File: src/rtl/hazard_ctl_pkg.sv
// Shared definitions for the pipeline hazard controller: FSM state encoding,
// the NOP opcode loaded on a flush, and the bubble counter ceiling.
package hazard_ctl_pkg;

    typedef enum logic [1:0] {
        RUN     = 2'b00,
        DISCARD = 2'b01,
        HALT    = 2'b10
    } state_t;

    localparam logic [4:0]  NOP_OPCODE = 5'b00001;
    localparam logic [15:0] BUBBLE_MAX = 16'hFFFF;

    typedef struct packed {
        logic pc_en;
        logic ifid_en;
        logic idex_en;
        logic exmem_en;
        logic memwb_en;
        logic ifid_flush;
        logic idex_flush;
    } ctl_t;

    function automatic logic [15:0] sat_inc(input logic [15:0] value);
        return (value == BUBBLE_MAX) ? value : value + 16'd1;
    endfunction

endpackage

File: src/rtl/hazard_ctl_raw_detect.sv
// Read-after-write detection between the ID instruction and the EX/MEM
// instructions; WB is covered by the register-file bypass and is not checked.
module raw_detect
    import hazard_ctl_pkg::*;
(
    input  logic [2:0] id_rs,
    input  logic [2:0] id_rt,
    input  logic       id_rs_use,
    input  logic       id_rt_use,
    input  logic [2:0] ex_rd,
    input  logic       ex_reg_write,
    input  logic [2:0] mem_rd,
    input  logic       mem_reg_write,
    output logic       hz
);

    logic ex_hit;
    logic mem_hit;

    // R0 is deliberately not special-cased: a write to R0 still stalls.
    assign ex_hit  = ex_reg_write & ((id_rs_use & (id_rs == ex_rd)) |
                                     (id_rt_use & (id_rt == ex_rd)));
    assign mem_hit = mem_reg_write & ((id_rs_use & (id_rs == mem_rd)) |
                                      (id_rt_use & (id_rt == mem_rd)));
    assign hz      = ex_hit | mem_hit;

endmodule

File: src/rtl/hazard_ctl.sv
// Pipeline hazard controller: stall/flush/freeze decisions, halt latch and
// a saturating count of bubbles injected into ID/EX.
module hazard_ctl
    import hazard_ctl_pkg::*;
(
    input  logic        clk,
    input  logic        rst,
    input  logic [2:0]  id_rs,
    input  logic [2:0]  id_rt,
    input  logic        id_rs_use,
    input  logic        id_rt_use,
    input  logic [2:0]  ex_rd,
    input  logic        ex_reg_write,
    input  logic [2:0]  mem_rd,
    input  logic        mem_reg_write,
    input  logic        ex_redirect,
    input  logic        imem_stall,
    input  logic        dmem_stall,
    input  logic        wb_halt,
    output logic        pc_en,
    output logic        ifid_en,
    output logic        idex_en,
    output logic        exmem_en,
    output logic        memwb_en,
    output logic        ifid_flush,
    output logic        idex_flush,
    output logic        halted,
    output logic [15:0] bubble_cnt
);

    state_t      state;
    state_t      state_next;
    ctl_t        ctl;
    logic        halted_c;
    logic        hz;
    logic [15:0] cnt;

    raw_detect u_raw_detect (
        .id_rs         (id_rs),
        .id_rt         (id_rt),
        .id_rs_use     (id_rs_use),
        .id_rt_use     (id_rt_use),
        .ex_rd         (ex_rd),
        .ex_reg_write  (ex_reg_write),
        .mem_rd        (mem_rd),
        .mem_reg_write (mem_reg_write),
        .hz            (hz)
    );

    always_ff @(posedge clk) begin
        if (rst) begin
            state <= RUN;
            cnt   <= 16'd0;
        end else begin
            state <= state_next;
            if (ctl.idex_en && ctl.idex_flush) begin
                cnt <= sat_inc(cnt);
            end
        end
    end

    // Priority chain: reset, halt state, wb_halt, dmem freeze, redirect,
    // RAW hazard, discard completion, imem stall, normal flow.
    always_comb begin
        state_next = state;
        ctl        = '{pc_en: 1'b1, ifid_en: 1'b1, idex_en: 1'b1,
                       exmem_en: 1'b1, memwb_en: 1'b1,
                       ifid_flush: 1'b0, idex_flush: 1'b0};
        halted_c   = 1'b0;

        if (rst) begin
            ctl.ifid_flush = 1'b1;
            ctl.idex_flush = 1'b1;
            state_next     = RUN;
        end else if (state == HALT) begin
            ctl      = '0;
            halted_c = 1'b1;
        end else if (wb_halt) begin
            ctl        = '0;
            state_next = HALT;
        end else if (dmem_stall) begin
            ctl = '0;
        end else if (ex_redirect) begin
            ctl.ifid_flush = 1'b1;
            ctl.idex_flush = 1'b1;
            state_next     = imem_stall ? DISCARD : RUN;
        end else if (hz) begin
            ctl.pc_en      = 1'b0;
            ctl.ifid_en    = 1'b0;
            ctl.idex_flush = 1'b1;
        end else if (state == DISCARD || imem_stall) begin
            // The wrong-path fetch must land as a NOP, so discard completion
            // and an ordinary fetch stall drive identical controls.
            ctl.pc_en      = 1'b0;
            ctl.ifid_flush = 1'b1;
            state_next     = (state == DISCARD && imem_stall) ? DISCARD : RUN;
        end else begin
            state_next = RUN;
        end
    end

    assign pc_en      = ctl.pc_en;
    assign ifid_en    = ctl.ifid_en;
    assign idex_en    = ctl.idex_en;
    assign exmem_en   = ctl.exmem_en;
    assign memwb_en   = ctl.memwb_en;
    assign ifid_flush = ctl.ifid_flush;
    assign idex_flush = ctl.idex_flush;
    assign halted     = halted_c;
    assign bubble_cnt = cnt;

endmodule

File: config.mk
export PLATFORM = sky130hd
export DESIGN_NAME = hazard_ctl
export DESIGN_NICKNAME = d
export VERILOG_FILES = /design/src/rtl/hazard_ctl_pkg.sv /design/src/rtl/hazard_ctl_raw_detect.sv /design/src/rtl/hazard_ctl.sv
export SDC_FILE = /design/constraint.sdc
export NUM_CORES = 1
export LEC_CHECK = 0
export ABC_AREA = 1
export ABC_CLOCK_PERIOD_IN_PS = 3300
export BUFFER_PORTS_ARGS = -buffer_cell sky130_fd_sc_hd__buf_2
export CAP_MARGIN = 20
export CORE_MARGIN = 2
export CORE_UTILIZATION = 33
export DETAILED_ROUTE_END_ITERATION = 16
export GPL_TIMING_DRIVEN = 0
export HOLD_SLACK_MARGIN = 0.08
export PLACE_DENSITY = 0.54
export SLEW_MARGIN = 10
export SYNTH_ARGS = -nofsm -noshare
export SYNTH_HDL_FRONTEND = slang
export SYNTH_HIERARCHICAL = 1
export SYNTH_SLANG_ARGS = --single-unit
File: constraint.sdc
create_clock -name clk -period 3.3 [get_ports clk]
set_input_delay 0.33 -clock clk [delete_from_list [all_inputs] [get_ports clk]]
set_output_delay 0.33 -clock clk [all_outputs]
set_load 0.005 [all_outputs]
==> results of run 1 <==
## cells by family (layout without fill, tap and decap cells)
group / count (synthesis) / count (layout) / share of synthesized area, %
flops: 18 / 18 / 24.32
fa+ha+maj: 1 / 1 / 0.8445
xor+xnor: 5 / 5 / 2.957
simple gates: 166 / 166 / 51.27
compound gates: 22 / 22 / 9.544
buf+inv: 34 / 83 / 11.06
## per-layer routing
metal | share of wire, % | GRT usage [%] | vias up
li1 | - | - | 861
met1 | 50 | 19.59 | 661
met2 | 44 | 22.95 | 33
met3 | 4.7 | 3.134 | 4
met4 | 1.0 | 3.145 | 0
met5 | 0 | 0 | -
## sequential cells by signal (all words and copies together) (netlist names)
signal and count:
bubble_cnt 16, state 2
## report_power, final
| part | switching [mW] | internal (mW) | leakage (nW) |
|---|---|---|---|
| clock | 0.0753 | 0.106 | 0.0288 |
| sequential | 0.00636 | 0.222 | 0.146 |
| combinational | 0.0644 | 0.0465 | 0.732 |
| total | 0.146 | 0.374 | 0.907 |
## cell usage after synthesis (all sizes together)
| cell type | number | area [µm²] |
|---|---|---|
| a21oi | 17 | 115.1 |
| a31oi | 1 | 6.260 |
| buf | 5 | 45.03 |
| clkinv | 2 | 17.52 |
| dfxtp | 18 | 360.4 |
| ha | 1 | 12.51 |
| inv | 27 | 101.3 |
| nand2 | 102 | 430.4 |
| nand3 | 15 | 75.07 |
| nand3b | 3 | 22.52 |
| nand4 | 5 | 31.28 |
| nor2 | 41 | 200.2 |
| o21ai | 4 | 20.02 |
| xnor2 | 2 | 17.52 |
| xor2 | 3 | 26.28 |
## worst max-delay path by stage
stage	from	end	slack (ps)	cells after the start
3_5_place_dp	mem_rd[1]	ifid_flush	1390	13
6_report	mem_rd[1]	pc_en	1400	13
5_1_grt	mem_rd[1]	ifid_flush	1110	13
3_3_place_gp	mem_rd[1]	ifid_flush	1390	13
4_1_cts	mem_rd[1]	ifid_flush	1370	13
2_1_floorplan	bubble_cnt[0]	bubble_cnt[11]	1720	9
## final cells by class
class / count / area [µm²]
Fill cell: 486 / 2527
Inverter: 29 / 118.9
Clock buffer: 4 / 55.05
Multi-Input combinational cell: 194 / 957.2
Tap cell: 52 / 65.06
Buffer: 5 / 45.04
Sequential cell: 18 / 360.3
Timing Repair Buffer: 45 / 225.2
==> impl_metrics.csv, run 1 <==
group,metric,value,unit
grt,grt_max_degree,11,
layout,diodes,0,
layout,final_util,41.95,%
job,maxCapViolations,0,
route,wirelength,3.513,mm
critical_path,r2r_cells,9,
critical_path,r2r_start,"bubble_cnt[0]",
floorplan,start_util,34.02,%
timing,setup_ws,1396,ps
layout,area_growth,23.31,%
timing,period_needed,1904,ps
critical_path,critPathBufInv,3,
critical_path,slowest_stage,"a21oi_1",
critical_path,critical_path_arrival,1570,ps
power_and_ir_drop,power_density,284.9,mW/mm²
cts,cts_tree,"built",
worst_hold_path,min_to,"bubble_cnt[3]",
timing,hold_viol,0,
cts,htreeDepth,1,
logic_synthesis,synth_cells,246,
route,drc,0,
critical_path,crit_path_frequent_cell,"nand2_1",
grt,grt_overflow,0,
timing,hold_ws,298.2,ps
cts,numCtsBuffers,3,
cts,cts_root_buf,"clkbuf_8",
floorplan,die_w,71,µm
critical_path,path_class,"input pin to output pin",
grt,grtUsageTotal,14.26,%
critical_path,crit_fanout,4,
route,dr.first_iter.drc_count,54,
route,via_per_inst,4.493,
critical_path,timing.rr.end,"bubble_cnt[12]",
timing,relSlewSlack,52.27,%
timing,period_share,57.71,%
layout,final_area,0.001827,mm²
place,port-buffer-count,45,
place,dp_hpwl,2.791,mm
power_and_ir_drop,finalPower,0.5204,mW
logic_synthesis,syn-num-nets,269,
worst_hold_path,hold_class,"input pin to flop",
critical_path,cp_cell_sequence,"buf_2 -> inv_1 -> nand2_1 -> nand2_1 -> nor2_1 -> nand2_1 -> nand2_1 -> nand2_1 -> nand2_1 -> a21oi_1 -> nand3_1 -> o21ai_0 -> buf_2",
critical_path,critical_path_required,2970,ps
logic_synthesis,avgSynthCellArea,6.022,µm²
route,wl_per_cell,10.12,µm
route,ant_nets,0,
timing,fmax,525.1,MHz
cts,post-cts-setup-buffers,0,
timing,slew_viol_final,0,
cts,cts_buffer_depth,2,
worst_hold_path,min_from,"rst",
floorplan,row_count,24,
cts,clock_sinks,18,
power_and_ir_drop,total_leakage_power,0.9068,nW
place,post-place-ws,1390,ps
critical_path,cpPeakStageDelay,220,ps
floorplan,fp.dieH,71,µm
layout,nets,319,
route,vias,1559,
timing,skew,4.766,ps
critical_path,ff2ff_setup_slack,1540,ps
place,dp_cells,343,
floorplan,pin_count,46,
layout,final_common_cell,"nand2_1",
route,drt-pass1-iter-count,4,
timing,rsz0062_at_grt,"false",
critical_path,cpLargestDelayFamily,"simple AND/OR/NAND/NOR gates",
place,gp_congestion,0.8634,
critical_path,worstSetupStartpointType,"input pin",
logic_synthesis,yosysSeqAreaShare,24.32,%
logic_synthesis,syn_area,0.001481,mm²
timing,setup_tns,0,ps
floorplan,core,0.004354,mm²
critical_path,cp-end-kind,"output pin",
cts,ctsResizeCount,0,
run_status,status,"finished clean",
cts,cts_hold_buf,0,
logic_synthesis,ys_ff_latch,18,
layout,layout_common_cells,"89 x nand2_1, 45 x buf_2, 34 x nor2_1, 23 x inv_1, 18 x dfxtp_1",
grt,grt_pass1_wl,5.940,mm
logic_synthesis,yosysUniqueCellTypes,25,
logic_synthesis,yosysWarningCount,6,
place,placed_area,0.001772,mm²
worst_hold_path,hold_depth,2,
grt,grt_pass1_vias,1356,
cts,clk_pin_slew,70,ps
timing,setup_viol,0,
layout,drive_above_1_share,29.49,%
power_and_ir_drop,ir_drop,206.6,µV
cts,insertion_delay,250,ps
timing,worst_pin_slew,716.0,ps
layout,finalNonFillerCells,347,
grt,antenna_found_initial,0,
floorplan,dieArea,0.005041,mm²
No activity file was read; power rests on OpenSTA's default activity.
==> run 2, diff against run 1 <==
--- a/config.mk
+++ b/config.mk
@@ -6,7 +6,7 @@
 export NUM_CORES = 1
 export LEC_CHECK = 0
 export ABC_AREA = 1
-export ABC_CLOCK_PERIOD_IN_PS = 3300
+export ABC_CLOCK_PERIOD_IN_PS = 1700
 export BUFFER_PORTS_ARGS = -buffer_cell sky130_fd_sc_hd__buf_2
 export CAP_MARGIN = 20
 export CORE_MARGIN = 2
@@ -14,7 +14,7 @@
 export DETAILED_ROUTE_END_ITERATION = 16
 export GPL_TIMING_DRIVEN = 0
 export HOLD_SLACK_MARGIN = 0.08
-export PLACE_DENSITY = 0.54
+export PLACE_DENSITY = 0.56
 export SLEW_MARGIN = 10
 export SYNTH_ARGS = -nofsm -noshare
 export SYNTH_HDL_FRONTEND = slang
==> constraint.sdc (replaced) <==
create_clock -name clk -period 1.7 [get_ports clk]
set_input_delay 0.17 -clock clk [delete_from_list [all_inputs] [get_ports clk]]
set_output_delay 0.17 -clock clk [all_outputs]
set_load 0.005 [all_outputs]
==> run 2 against run 1 <==
  * Final area is 0.96% higher
  * First-iteration DRC count up 13%
  * Setup slack worse by 1300 ps
  * Critical endpoint is now bubble_cnt[12]
  * Core utilization increased by 0.40 points
  * Critical path type is now flop to flop
==> impl_metrics.csv, run 2 (synthesized netlist as in run 1, its figures left out) <==
group,metric,value,unit
layout,final_area,0.001844,mm²
power_and_ir_drop,power_density,553.1,mW/mm²
layout,diodes,0,
floorplan,fp.dieH,71,µm
timing,rsz0062_at_grt,"false",
timing,relSlewSlack,51.90,%
critical_path,cpLargestDelayFamily,"simple AND/OR/NAND/NOR gates",
cts,cts_buffer_depth,2,
layout,multi_input_area,973.4,µm²
floorplan,row_count,24,
grt,antenna_found_initial,0,
critical_path,cpPeakStageDelay,460,ps
critical_path,crit_fanout,10,
layout,layout_common_cells,"89 x nand2_1, 45 x buf_2, 34 x nor2_1, 23 x inv_1, 17 x dfxtp_1",
route,drt-pass1-iter-count,4,
critical_path,worstSetupStartpointType,"flop",
cts,clk_pin_slew,70,ps
cts,clock_sinks,18,
power_and_ir_drop,ir_drop,513.9,µV
grt,grt_max_degree,11,
timing,period_share,94.67,%
timing,worst_pin_slew,721.4,ps
route,drc,0,
place,placed_area,0.001772,mm²
timing,skew,5.311,ps
power_and_ir_drop,finalPower,1.020,mW
layout,area_growth,24.49,%
floorplan,dieArea,0.005041,mm²
layout,fillers,486,
timing,fmax,621.3,MHz
cts,htreeDepth,1,
timing,period_needed,1609,ps
floorplan,pin_count,46,
grt,grt_pass1_wl,6.134,mm
route,wl_per_cell,9.988,µm
critical_path,cp_cell_sequence,"ha_4 -> inv_2 -> nor2_4 -> nand2_4 -> nor2_4 -> nor2_8 -> buf_6 -> nand2_2 -> a21oi_2",
cts,numCtsBuffers,3,
timing,hold_viol,0,
timing,setup_viol,0,
cts,cts_tree,"built",
layout,ff_latch_area,361.6,µm²
critical_path,cp-end-kind,"flop",
critical_path,slowest_stage,"dfxtp_1",
floorplan,die_w,71,µm
cts,cts_root_buf,"clkbuf_8",
critical_path,path_class,"flop to flop",
layout,drive_above_1_share,30.51,%
route,via_per_inst,4.444,
route,dr.first_iter.drc_count,61,
critical_path,critical_path_required,1820,ps
timing,hold_ws,144.7,ps
place,dp_cells,343,
floorplan,core,0.004354,mm²
grt,grt_pass1_vias,1425,
grt,grtUsageTotal,14.76,%
job,maxCapViolations,0,
route,ant_nets,0,
place,dp_hpwl,2.730,mm
place,port-buffer-count,45,
floorplan,start_util,34.02,%
route,wirelength,3.466,mm
power_and_ir_drop,total_leakage_power,0.9058,nW
timing,slew_viol_final,0,
layout,final_common_cell,"nand2_1",
layout,nets,319,
critical_path,critical_path_arrival,1730,ps
layout,finalNonFillerCells,347,
run_status,status,"finished clean",
grt,grt_overflow,0,
cts,cts_hold_buf,0,
route,vias,1542,
layout,largest_reg_flops,16,
critical_path,critPathBufInv,2,
critical_path,crit_path_frequent_cell,"nor2_4",
worst_hold_path,hold_class,"input pin to flop",
place,gp_congestion,0.7958,
cts,insertion_delay,250,ps
==> run 2: report_power, final <==
group	switching [mW]	internal [mW]
Combinational	0.125	0.0930
Clock	0.149	0.206
Sequential	0.0159	0.431
Total	0.290	0.730
==> run 2: repair_timing <==
action,CTS,global route
resized for setup,2,2
endpoints found under the setup margin,12,12
pin swaps,0,1
buffers inserted,0,0
==> run 2: worst register-to-register path, delay by kind of cell (launching register included) <==
kind	cells	cell delay, ps
buffers and inverters	2	200
AND/OR/NAND/NOR	5	560
AO/OA/AOI/OAI	1	40
adder cells (fa/ha/maj)	1	210
flip-flops	1	460
==> run 2: worst paths after layout <==
kind,depth (start not counted),slack (ps),startpoint,endpoint
worst max-delay path,9,90,bubble_cnt[1],bubble_cnt[12]
worst min-delay path,2,140,rst,state[0]
worst max register to register,9,90,bubble_cnt[1],bubble_cnt[12]
worst min register to register,2,490,state[1],state[1]
==> run 2: stage by stage <==
stage | setup slack, ps | TNS, ps | util, %
global placement | -51.80 | -368.3 | 40.69
CTS | 31.27 | 0 | 42.04
finish | 90.55 | 0 | 42.36
floorplan | 118.8 | 0 | -
detailed placement | -70.96 | -543.7 | 40.69
global route | 10.47 | 0 | 42.36
==> run 2: final cells by class <==
| cell class | count | area share [%] |
|---|---|---|
| multi-input combinational | 194 | 52.78 |
| clock buffer | 4 | 2.985 |
| tap | 52 | 3.528 |
| timing repair buffer | 45 | 12.21 |
| buffer | 5 | 2.442 |
| sequential | 18 | 19.61 |
| inverter | 29 | 6.445 |
==> run 2: metal layers <==
layer | GRT usage (%) | share of wire [%] | up-vias
met5 | 0 | 0 | -
met4 | 1.887 | 0.46 | 0
met3 | 3.134 | 4.7 | 2
met2 | 24.40 | 45 | 32
met1 | 20.36 | 50 | 650
li1 | - | - | 858
==> run 3, diff against run 2 <==
--- a/config.mk
+++ b/config.mk
@@ -5,7 +5,6 @@
 export SDC_FILE = /design/constraint.sdc
 export NUM_CORES = 1
 export LEC_CHECK = 0
-export ABC_AREA = 1
 export ABC_CLOCK_PERIOD_IN_PS = 1700
 export BUFFER_PORTS_ARGS = -buffer_cell sky130_fd_sc_hd__buf_2
 export CAP_MARGIN = 20
@@ -14,7 +13,7 @@
 export DETAILED_ROUTE_END_ITERATION = 16
 export GPL_TIMING_DRIVEN = 0
 export HOLD_SLACK_MARGIN = 0.08
-export PLACE_DENSITY = 0.56
+export PLACE_DENSITY = 0.58
 export SLEW_MARGIN = 10
 export SYNTH_ARGS = -nofsm -noshare
 export SYNTH_HDL_FRONTEND = slang
==> run 3 against run 2 <==
  * The run now ends with setup timing left
  * Non-clock buffer count is 19 higher
  * Sequential cell count stayed put
  * Total power is 3.3% lower
  * Via count is 17% lower
  * Core utilization is 10 points higher
  * Synthesized cell count is 43% lower
  * Global-route usage is 0.59 points higher
  * Critical path depth is 1 lower
  * Final area is 2.4% higher
  * Register-to-register slack worse by 170 ps
  * Die area is 17% lower
  * Critical endpoint unchanged
==> impl_metrics.csv, run 3 <==
group,metric,value,unit
floorplan,fp.dieH,64.65,µm
critical_path,cp_cell_sequence,"ha_4 -> nand4_1 -> buf_6 -> nor4_4 -> buf_4 -> nor4_2 -> xnor2_1 -> nor2_1",
logic_synthesis,yosysUniqueCellTypes,36,
timing,fmax,562.0,MHz
grt,grt_pass1_wl,5.009,mm
layout,final_util,52.36,%
logic_synthesis,syn_area,0.001214,mm²
floorplan,start_util,33.66,%
critical_path,timing.rr.end,"bubble_cnt[12]",
cts,cts_buffer_depth,2,
grt,antenna_found_initial,0,
critical_path,r2r_cells,8,
power_and_ir_drop,power_density,522.6,mW/mm²
logic_synthesis,ys_ff_latch,18,
timing,hold_ws,110.8,ps
grt,grt_pass1_vias,1190,
logic_synthesis,syn-num-nets,163,
route,via_per_inst,5.043,
layout,diodes,0,
layout,multi_input_area,967.2,µm²
floorplan,row_count,22,
layout,layout_common_cells,"45 x buf_2, 23 x xnor2_1, 19 x nor2_1, 17 x buf_4, 10 x dfxtp_1",
timing,rsz0062_at_grt,"true",
critical_path,critical_path_arrival,1910,ps
critical_path,path_class,"flop to flop",
worst_hold_path,hold_depth,2,
timing,period_needed,1779,ps
run_status,violations,"setup timing",
logic_synthesis,synth_area_leaders,"dfxtp_1 30%, xnor2_1 18%, nor4_2 8.2%, nor2_1 5.9%, nand4_1 4.6%",
worst_hold_path,min_from,"wb_halt",
cts,htreeDepth,1,
power_and_ir_drop,combPwrFrac,24.1,%
logic_synthesis,async_reset_ff_share,0,%
power_and_ir_drop,ir_drop,322.7,µV
floorplan,dieArea,0.004179,mm²
grt,grtUsageTotal,15.35,%
worst_hold_path,min_to,"state[0]",
critical_path,r2r_start,"bubble_cnt[1]",
critical_path,ff2ff_setup_slack,-80,ps
timing,worst_pin_slew,496.4,ps
place,port-buffer-count,45,
logic_synthesis,yosysSeqAreaShare,29.69,%
grt,grt_max_degree,11,
logic_synthesis,yosysMostFrequentCell,"xnor2_1",
power_and_ir_drop,total_leakage_power,0.7679,nW
cts,clk_pin_slew,60,ps
route,ant_nets,0,
timing,hold_viol,0,
route,drc,0,
place,dp_hpwl,2.349,mm
layout,area_growth,55.57,%
timing,setup_ws,-79.40,ps
critical_path,critical_path_required,1830,ps
logic_synthesis,synth-edff-count,0,
logic_synthesis,synth_cells,140,
power_and_ir_drop,p_sw_share,27.72,%
timing,slew_viol_final,0,
layout,finalNonFillerCells,254,
layout,drive_above_1_share,49.51,%
layout,largest_reg_flops,16,
cts,numCtsBuffers,3,
critical_path,cp-end-kind,"flop",
power_and_ir_drop,clkPwrFrac,30.5,%
route,wl_per_cell,13.95,µm
cts,cts_tree,"built",
layout,ff_latch_area,375.4,µm²
layout,final_common_cell,"buf_2",
route,dr.first_iter.drc_count,59,
grt,grt_overflow,0,
logic_synthesis,avgSynthCellArea,8.669,µm²
critical_path,cpPeakStageDelay,400,ps
logic_synthesis,synth-main-ff-cell,"dfxtp_1",
route,wirelength,3.543,mm
timing,period_share,104.7,%
logic_synthesis,synth_common_cells,"25 x xnor2_1, 19 x nor2_1, 18 x dfxtp_1, 9 x nand4_1, 8 x nor4_2",
floorplan,die_w,64.65,µm
cts,clock_sinks,18,
critical_path,worstSetupStartpointType,"flop",
critical_path,crit_fanout,5,
place,dp_cells,233,
critical_path,cp-startpoint,"bubble_cnt[1]",
floorplan,core,0.003606,mm²
floorplan,pin_count,46,
cts,cts_root_buf,"clkbuf_8",
place,gp_congestion,0.8041,
route,vias,1281,
job,maxCapViolations,0,
layout,fillers,337,
critical_path,slowest_stage,"nor4_4",
timing,skew,2.657,ps
timing,setup_tns,-256.7,ps
logic_synthesis,yosysWarningCount,6,
power_and_ir_drop,p_sw,0.2735,mW
logic_synthesis,yosysTopAreaCellShare,29.69,%
layout,nets,231,
power_and_ir_drop,seq_power_share,45.4,%
cts,cts_hold_buf,0,
logic_synthesis,yosys.area.top_type,"dfxtp_1",
route,drt-pass1-iter-count,4,
cts,insertion_delay,260,ps
timing,relSlewSlack,66.91,%
worst_hold_path,hold_class,"input pin to flop",
timing,setup_viol,5,
run_status,status,"complete, but fails checks",
power_and_ir_drop,p_int,0.7132,mW
-- run 3: changes by cell type after synthesis, moves of 4 or more --
cell	before	now
nand2_1	89	5
xnor2_1	2	25
inv_1	23	5
nor2_1	34	19
nand3_1	15	3
nand2_2	10	0
nor4_2	0	8
a21oi_2	8	1
inv_2	4	0
nand4_1	5	9
-- run 3: cell families after synthesis --
kind of cell,share of synthesized area [%]
AND/OR/NAND/NOR,36.39
multiplexers,0.8248
buffers and inverters,4.433
AO/OA/AOI/OAI,9.589
flip-flops,29.69
adder cells (fa/ha/maj),1.031
XOR/XNOR,18.04
-- run 3: power by group through the flow --
stage	clock network, mW	logic [mW]	registers [mW]
floorplan	0	0.0995	0.450
global placement	0	0.170	0.452
detailed placement	0	0.176	0.452
CTS	0.309	0.188	0.443
global route	0.325	0.256	0.449
finish	0.301	0.238	0.448
-- run 3: critical path, delay by kind of cell (launching register included) --
kind	cells	cell delay (ps)
adders and majority gates	1	150
DFF	1	380
buffers and inverters	2	350
and+or+nand+nor	4	640
xor gates and xnor gates	1	140
-- run 3: through the flow --
step / setup slack [ps] / power (mW) / cell area (µm²)
floorplan: 10.02 / 0.5494 / 1220
global placement: -307.6 / 0.6213 / 1505
detailed placement: -339.7 / 0.6274 / 1505
CTS: -21.44 / 0.9399 / 1645
global route: -186.0 / 1.030 / 1888
finish: -79.40 / 0.9867 / 1888
-- run 3: final cells by class --
cell class,instances,area share [%]
Timing Repair Buffer,63,19.68
Inverter,5,0.9940
Buffer,6,2.850
Clock buffer,3,2.187
Sequential cell,18,19.88
Tap cell,48,3.181
Multi-Input combinational cell,111,51.23
-- run 3: layer usage --
layer	wire [µm]	up-vias	track usage [%]
li1	-	629	-
met1	1347	604	16.95
met2	1927	40	27.08
met3	169	8	1.736
met4	98	0	11.17
met5	0	-	0
-- run 3: worst max path at each step --
stage	end	slack (ps)	depth (start not counted)
final	bubble_cnt[12]	-80	8
after CTS	bubble_cnt[9]	-20	11
after global placement	bubble_cnt[5]	-310	11
after global routing	bubble_cnt[3]	-190	7
after detailed placement	bubble_cnt[13]	-340	11
after floorplan	bubble_cnt[5]	10	10
-- run 3: what timing repair did --
item	in CTS	in global routing
buffers inserted	5	13
setup endpoints to repair	21	20
pin swaps	4	14
resized for setup	11	30
